==> config.mk <==
export PLATFORM = sky130hd
export DESIGN_NAME = rom_read_arbiter
export DESIGN_NICKNAME = d
export VERILOG_FILES = /design/src/rtl/rom_read_arbiter.sv
export SDC_FILE = /design/constraint.sdc
export NUM_CORES = 1
export LEC_CHECK = 0
export CAP_MARGIN = 10
export CORE_ASPECT_RATIO = 0.7
export CORE_UTILIZATION = 38
export CTS_CLUSTER_DIAMETER = 50
export CTS_CLUSTER_SIZE = 28
export DETAILED_ROUTE_END_ITERATION = 16
export PLACE_DENSITY = 0.74
export RECOVER_POWER = 100
export SETUP_SLACK_MARGIN = 0.2
export SLEW_MARGIN = 20
export SYNTH_ARGS = -nofsm -noshare
export SYNTH_HDL_FRONTEND = slang
export SYNTH_SLANG_ARGS = --single-unit
==> constraint.sdc <==
create_clock -name clk -period 4.1 [get_ports clk]
set_input_delay 0.41 -clock clk [delete_from_list [all_inputs] [get_ports clk]]
set_output_delay 0.41 -clock clk [all_outputs]
set_load 0.005 [all_outputs]
==> src/rtl/rom_read_arbiter.sv <==
// Round-robin read arbiter sharing one registered single-port ROM between NUM_REQ requesters.
// Define ROM_ARB_PERF_EN to add grant/stall performance counters.
module rom_read_arbiter #(
  parameter int NUM_REQ     = 4,
  parameter int ADDR_W      = 7,
  parameter int DATA_W      = 8,
  parameter int ROM_LATENCY = 1
) (
  input  logic                        clk,
  input  logic                        rst_n,
  input  logic [NUM_REQ-1:0]          req_valid,
  input  logic [NUM_REQ*ADDR_W-1:0]   req_addr,
  output logic [NUM_REQ-1:0]          req_ready,
  output logic [NUM_REQ-1:0]          rsp_valid,
  output logic [DATA_W-1:0]           rsp_data,
  output logic [ADDR_W-1:0]           rom_address,
  input  logic [DATA_W-1:0]           rom_data
`ifdef ROM_ARB_PERF_EN
  ,
  output logic [15:0]                 stall_cnt,
  output logic [15:0]                 grant_cnt
`endif
);

  localparam int PW = $clog2(NUM_REQ);

  logic [PW-1:0]      ptr_q, ptr_d;
  logic [ADDR_W-1:0]  rom_address_q, rom_address_d;
  logic [NUM_REQ-1:0] grant;
  logic               grant_any;
  logic [PW-1:0]      scan_idx;

  // Stage 0 tracks the rom_address register; the remaining ROM_LATENCY stages track the ROM itself.
  logic [NUM_REQ-1:0] tag_q [ROM_LATENCY+1];
  logic [NUM_REQ-1:0] tag_d [ROM_LATENCY+1];

  always_comb begin
    grant     = '0;
    grant_any = 1'b0;
    scan_idx  = ptr_q;
    for (int off = 0; off < NUM_REQ; off++) begin
      scan_idx = (scan_idx == PW'(NUM_REQ - 1)) ? '0 : scan_idx + 1'b1;
      if (!grant_any && req_valid[scan_idx]) begin
        grant_any       = 1'b1;
        grant[scan_idx] = 1'b1;
      end
    end
  end

  always_comb begin
    ptr_d         = ptr_q;
    rom_address_d = rom_address_q;
    for (int i = 0; i < NUM_REQ; i++) begin
      if (grant[i]) begin
        ptr_d         = PW'(i);
        rom_address_d = req_addr[i*ADDR_W +: ADDR_W];
      end
    end
    tag_d[0] = grant;
    for (int s = 1; s <= ROM_LATENCY; s++) begin
      tag_d[s] = tag_q[s-1];
    end
  end

  always_ff @(posedge clk or negedge rst_n) begin
    if (!rst_n) begin
      ptr_q         <= PW'(NUM_REQ - 1);
      rom_address_q <= '0;
      for (int s = 0; s <= ROM_LATENCY; s++) begin
        tag_q[s] <= '0;
      end
    end else begin
      ptr_q         <= ptr_d;
      rom_address_q <= rom_address_d;
      for (int s = 0; s <= ROM_LATENCY; s++) begin
        tag_q[s] <= tag_d[s];
      end
    end
  end

  assign req_ready   = rst_n ? grant : '0;
  assign rom_address = rom_address_q;
  assign rsp_valid   = tag_q[ROM_LATENCY];
  assign rsp_data    = rom_data;

`ifdef ROM_ARB_PERF_EN
  logic [15:0] stall_cnt_q, stall_cnt_d;
  logic [15:0] grant_cnt_q, grant_cnt_d;

  always_comb begin
    stall_cnt_d = stall_cnt_q;
    grant_cnt_d = grant_cnt_q;
    if (|(req_valid & ~grant) && stall_cnt_q != 16'hFFFF) begin
      stall_cnt_d = stall_cnt_q + 16'd1;
    end
    if (grant_any && grant_cnt_q != 16'hFFFF) begin
      grant_cnt_d = grant_cnt_q + 16'd1;
    end
  end

  always_ff @(posedge clk or negedge rst_n) begin
    if (!rst_n) begin
      stall_cnt_q <= '0;
      grant_cnt_q <= '0;
    end else begin
      stall_cnt_q <= stall_cnt_d;
      grant_cnt_q <= grant_cnt_d;
    end
  end

  assign stall_cnt = stall_cnt_q;
  assign grant_cnt = grant_cnt_q;
`endif

endmodule

Word-level counts from Yosys, hierarchy flattened

Cells that the tools add are included.

Memories: 0
Output and inout bits: 23
Bits in latches: 0
Logic and storage cells: 70
Memory bits (read-only): 0
Memory bits (writable): 0
Register bits: 17

Div/mod/pow operators: 0
Magnitude comparators: 8
Shift operators: 0
Add/sub/neg operators: 4
Reductions and logical operators: 11
Muxes and demuxes: 36
Bitwise gates (word level): 3
Multipliers: 0
Equal/unequal tests: 4

Operators with widths:

| kind                                                                                 | count |
|---|---|
| 7-bit two-way mux                                                                    | 4 |
| 4-bit two-way mux                                                                    | 5 |
| 2-bit two-way mux                                                                    | 8 |
| 2-bit by 3-bit less-than comparator with 1-bit output (second input constant)        | 4 |
| 4-bit bitwise OR                                                                     | 3 |
| 1-bit two-way mux                                                                    | 11 |
| 2-bit by 1-bit adder with 2-bit output (second input constant)                       | 4 |
| 1-bit binary-select mux with 2-bit select                                            | 4 |
| 1-bit demux with 2-bit select                                                        | 4 |
| 2-bit equality test (second input constant)                                          | 4 |
| 2-bit by 1-bit greater-or-equal comparator with 1-bit output (second input constant) | 4 |
| 1-bit logical AND                                                                    | 7 |
| 4-bit nonzero test                                                                   | 1 |
| 1-bit logical NOT                                                                    | 3 |

Longest topological paths before layout

Depth in word-level cells: 18
Gate-level depth with buffers: 13
Gate-level depth less buffers: 10

Worst setup path before layout

OpenSTA, ideal clock, no wires.

Kind: register -> output
Start point: register ptr_q[0]
End point: output port req_ready[3]
Data required time: 3.690 ns
Cell stages (with the launch flop): 11
Slack: 0.810 ns
Arrival time: 2.880 ns
Buffers on the path: 3
Path through: dfstp_2 > inv_1 > ha_1 > clkbuf_1 > or2_1 > or4_1 > a31oi_2 > a221o_1 > buf_2 > buf_2 > and2_1

Longest elaborated chain between the ends: 15

RTL lines:

| item                                                                                                | line   | source |
|---|---|---|
| start, declared                                                                                     | 27     | `logic [PW-1:0] ptr_q, ptr_d;` |
| start signal, assigned                                                                              | 67     | `ptr_q <= PW'(NUM_REQ - 1);` |
| start signal, assigned                                                                              | 73     | `ptr_q <= ptr_d;` |
| 2-bit by 1-bit adder with 2-bit output or 2-bit equality test (tied branches)                       | 42     | `scan_idx = (scan_idx == PW'(NUM_REQ - 1)) ? '0 : scan_idx + 1'b1;` |
| 2-bit two-way mux (*)                                                                               | 42     |  |
| 2-bit by 1-bit adder with 2-bit output (tied with other cells)                                      | 42     |  |
| 2-bit two-way mux or 1-bit two-way mux (tied branches)                                              | 42, 43 |  |
| 2-bit by 1-bit adder with 2-bit output (tied with other cells)                                      | 42     |  |
| 2-bit two-way mux (tied with other cells)                                                           | 42     |  |
| 2-bit by 1-bit adder with 2-bit output (tied with other cells)                                      | 42     |  |
| 2-bit two-way mux (tied with other cells)                                                           | 42     |  |
| 2-bit by 3-bit less-than comparator with 1-bit output (not written as such) (tied with other cells) | 45     | `grant[scan_idx] = 1'b1;` |
| 1-bit logical AND (not written as such) (tied with other cells)                                     | 45     |  |
| 1-bit two-way mux (not written as such) (tied with other cells)                                     | 45     |  |
| 1-bit demux with 2-bit select (tied with other cells)                                               | 45     |  |
| 4-bit bitwise OR (no line) or 1-bit logical AND (tied branches)                                     | n/a    |  |
| 4-bit two-way mux (*)                                                                               | 43     | `if (!grant_any && req_valid[scan_idx]) begin` |
| net grant[3]                                                                                        | 29     | `logic [NUM_REQ-1:0] grant;` |
| 4-bit two-way mux (*)                                                                               | 81     | `assign req_ready = rst_n ? grant : '0;` |
| end, declared                                                                                       | 13     | `output logic [NUM_REQ-1:0] req_ready,` |

Mark *: on every way through the listed nets, which the timed path passes. The rest lies on a longest branch. The select of a mux whose other input is x is not followed.

Worst setup path after layout

Start point: register ptr_q[0]
End point: output port req_ready[0]

Same word-level chain as after synthesis.

==> metrics.md <==
| Metric | Value |
|---|---|
| Hold Path Stages | 0 |
| Core area | 3230 um2 |
| EDFF count, synth | 0 |
| RSZ-0062 raised after global routing | yes |
| Seq/Total Area, Yosys | 0.324 |
| Crit path max-delay family | simple AND/OR/NAND/NOR gates |
| DRC Markers | 0 |
| Hold Path Origin | tag_d[0] |
| DRT antenna net count | 0 |
| N_diodes | 0 |
| Longest Clk Path Bufs | 2 |
| Standard-cell rows | 17 |
| Status | finished, final reports clean |
| CTS Sinks | 17 |
| Reg2reg end | rom_address[3] |
| Clock transition at path regs | 70 ps |
| Clock Skews | 6.58 ps |
| Syn_area_per_cell | between 9 and 10 um2 |
| VDD IR-drop max | 433 uV |
| Post-DR vias/cell | 5.15 |
| Die width | 72.4 um |
| Worst hold endpoint | rsp_valid[0] |
| Gr usage total | 0.193 |
| Cell count after synthesis | 136 |
| Fin nets | 228 |
| FF-to-FF Start | ptr_q[0] |
| Fin Hold WS | roughly 350 ps |
| PwrDens | slightly below 900 nW/um2 |
| Final hold vios | 0 |
| Crit path arrival time | 3340 ps |
| Max Freq | 0.267 GHz |
| Rel. slew slack | 0.601 |
| Vias in the first global route | 1112 |
| Layout cells sized above 1 | 0.124 |
| Reg2Reg Depth | 10 |
| Final min period | 3750 ps |
| Largest net degree at the start of global routing | 19 |
| Slew Viols, Final | 0 |
| Async set or reset register ratio after synthesis | 1.00 |
| Drt initial violations | 35 |
| Most frequent cells in the layout | clkdlybuf4s50_1, dfrtp_1, nor2_1, dlygate4sd3_1, inv_1 |
| YS warnings | 0 |
| Die Ht | 51.3 um |
| # setup viols final | 0 |
| Fin cells | 225 |
| Sequential cell area | 428 um2 |
| Tcrit/Tclk final | 0.914 |
| CP required | approximately 3700 ps |
| CP startpoint kind | flop |
| # IOs | 65 |
| Critical path class | flop to primary output |
| Ys flop type | dfrtp_1 |
| Fill cells | just under 300 |
| Worst Hold Class | flop to flop |
| Final Util | 0.566 |
| H-tree depth | 1 |
| Tot Pwr | 1.60 mW |
| CP peak stage delay | 650 ps |
| Combinational Power Share | 0.723 |
| Gr ovfl total | 0 |
| CP Capture Type | primary output |
| Clock power share | 0.079 |
| Crit-path max FO | 11 |
| Total Neg Setup Slack | 0 ps |
| Syn_nets | 185 |
| CTS root buf | clkbuf_8 |
| GPL Wtd Cong | 0.861 |
| Clock Latency Late Sink | 250 ps |
| IO buf count | 48 |
| TritonCTS clock tree | done |
| Area of the multi-input gates | 731 um2 |
| Crit-path cells | inv_1 -> ha_2 -> or2_0 -> or4_1 -> a31oi_4 -> a221o_1 -> and2_0 -> clkdlybuf4s50_1 |
| Switching power | 0.723 mW |
| Initial Utilization | 0.408 |
| Antenna violations before repair | 0 |
| Commonest non-fill, non-tap cell in the layout | clkdlybuf4s50_1 |
| WL/cell | 15.1 um |
| Synth unique cells | just over 40 |
| DRT Pass-1 Iters | 4 |
| Worst-Margin Slew | 596 ps |
| First-pass GRT wire length | 5410 um |
| Internal power | 0.874 mW |
| Layout area overhead | 38.6% |
| Reg power frac | 0.197 |
| Cts bufs inserted | 3 |
| Post-Syn Area | 1320 um2 |
| Placed cells | 218 |
| Via count | 1158 |
| Maxcap violations | 0 |
| Die ar. | 3720 um2 |
| Register-to-register setup slack | 500 ps |
| WL final | 3390 um |
| #FFs+latches synth | 17 |
| HPWL after detailed placement | around 2600 um |
| Crit-path slowest cell | dfstp_2 |
| Sw Share | 0.453 |
| Leak | 0.813 nW |
| WP buf/inv | 2 |
[power groups by stage]
stage                     Combinational [mW]  Clock, mW  Sequential, mW
after floorplan                        0.871          0           0.318
after detailed placement                1.15          0           0.322
final                                   1.16      0.126           0.315
after global placement                  1.11          0           0.319
after global routing                    1.28      0.138           0.326
after CTS                               1.17      0.132           0.319
[through the flow]
step                      instance area, um2  setup slack (ps)
after floorplan                         1320               810
after global placement                  1770               435
after detailed placement                1770               241
after CTS                               1830               220
after global routing                    1830               168
final                                   1830               351
[cells in the mapped netlist, types with 2 or more instances]
cell type,count,area [um2]
dfrtp_1,15,375
nor2_1,12,45.0
inv_1,11,41.3
mux2i_1,9,90.1
buf_4,8,60.1
a211o_1,7,61.3
ha_1,7,87.6
nand2_1,7,26.3
a31oi_1,5,31.3
a31oi_2,4,50.1
and2_1,4,25.0
buf_2,3,15.0
nor2_2,3,18.8
nor4b_1,3,26.3
o32ai_1,3,26.3
a211oi_1,2,15.0
a221o_1,2,20.0
a221oi_4,2,52.6
and3b_1,2,17.5
buf_6,2,22.5
clkbuf_1,2,7.51
dfstp_2,2,52.6
nor3_1,2,10.0
or4_1,2,15.0
[registers in the layout, summed over array words and instances, names as in the netlist]
name         cells
rom_address      7
rsp_valid        4
tag_d            4
ptr_q            2
[final cells by class]
class	instances	share of cell area
multi-input combinational	91	0.399
tap	47	0.0321
clock inverter	1	0.00274
inverter	13	0.0280
sequential	17	0.234
clock buffer	3	0.0226
timing repair buffer	53	0.281
[how the worst max path moves through the flow]
stage | endpoint | slack (ps) | cells after the start | startpoint
global placement | rom_address[2] | 440 | 10 | ptr_q[0]
global route | req_ready[0] | 170 | 8 | ptr_q[0]
CTS | req_ready[1] | 220 | 9 | ptr_q[0]
detailed placement | rom_address[5] | 240 | 10 | ptr_q[0]
finish | req_ready[0] | 350 | 8 | ptr_q[0]
floorplan | req_ready[3] | 810 | 10 | ptr_q[0]
[repair_timing]
item	4_1_cts	5_1_grt
buffers inserted	1	2
endpoints found under the setup margin	3	11
pin swaps	0	3
hold buffers	0	0
resized for setup	1	1
hold endpoints to repair	0	0
[per-layer routing]
layer / GRT usage / vias to the layer above / share of wire
met5: 0 / - / 0
li1: - / 566 / -
met1: 0.262 / 556 / 0.47
met2: 0.298 / 28 / 0.48
met3: 0.0473 / 8 / 0.044
met4: 0.0654 / 0 / 0.011
[logic make-up after synthesis]
group | synth area share
simple gates | 0.164
fa+ha+maj | 0.0663
mux | 0.0768
flops | 0.324
compound gates | 0.250
buf+inv | 0.118
Note: power is estimated with default switching activity, not from simulation.
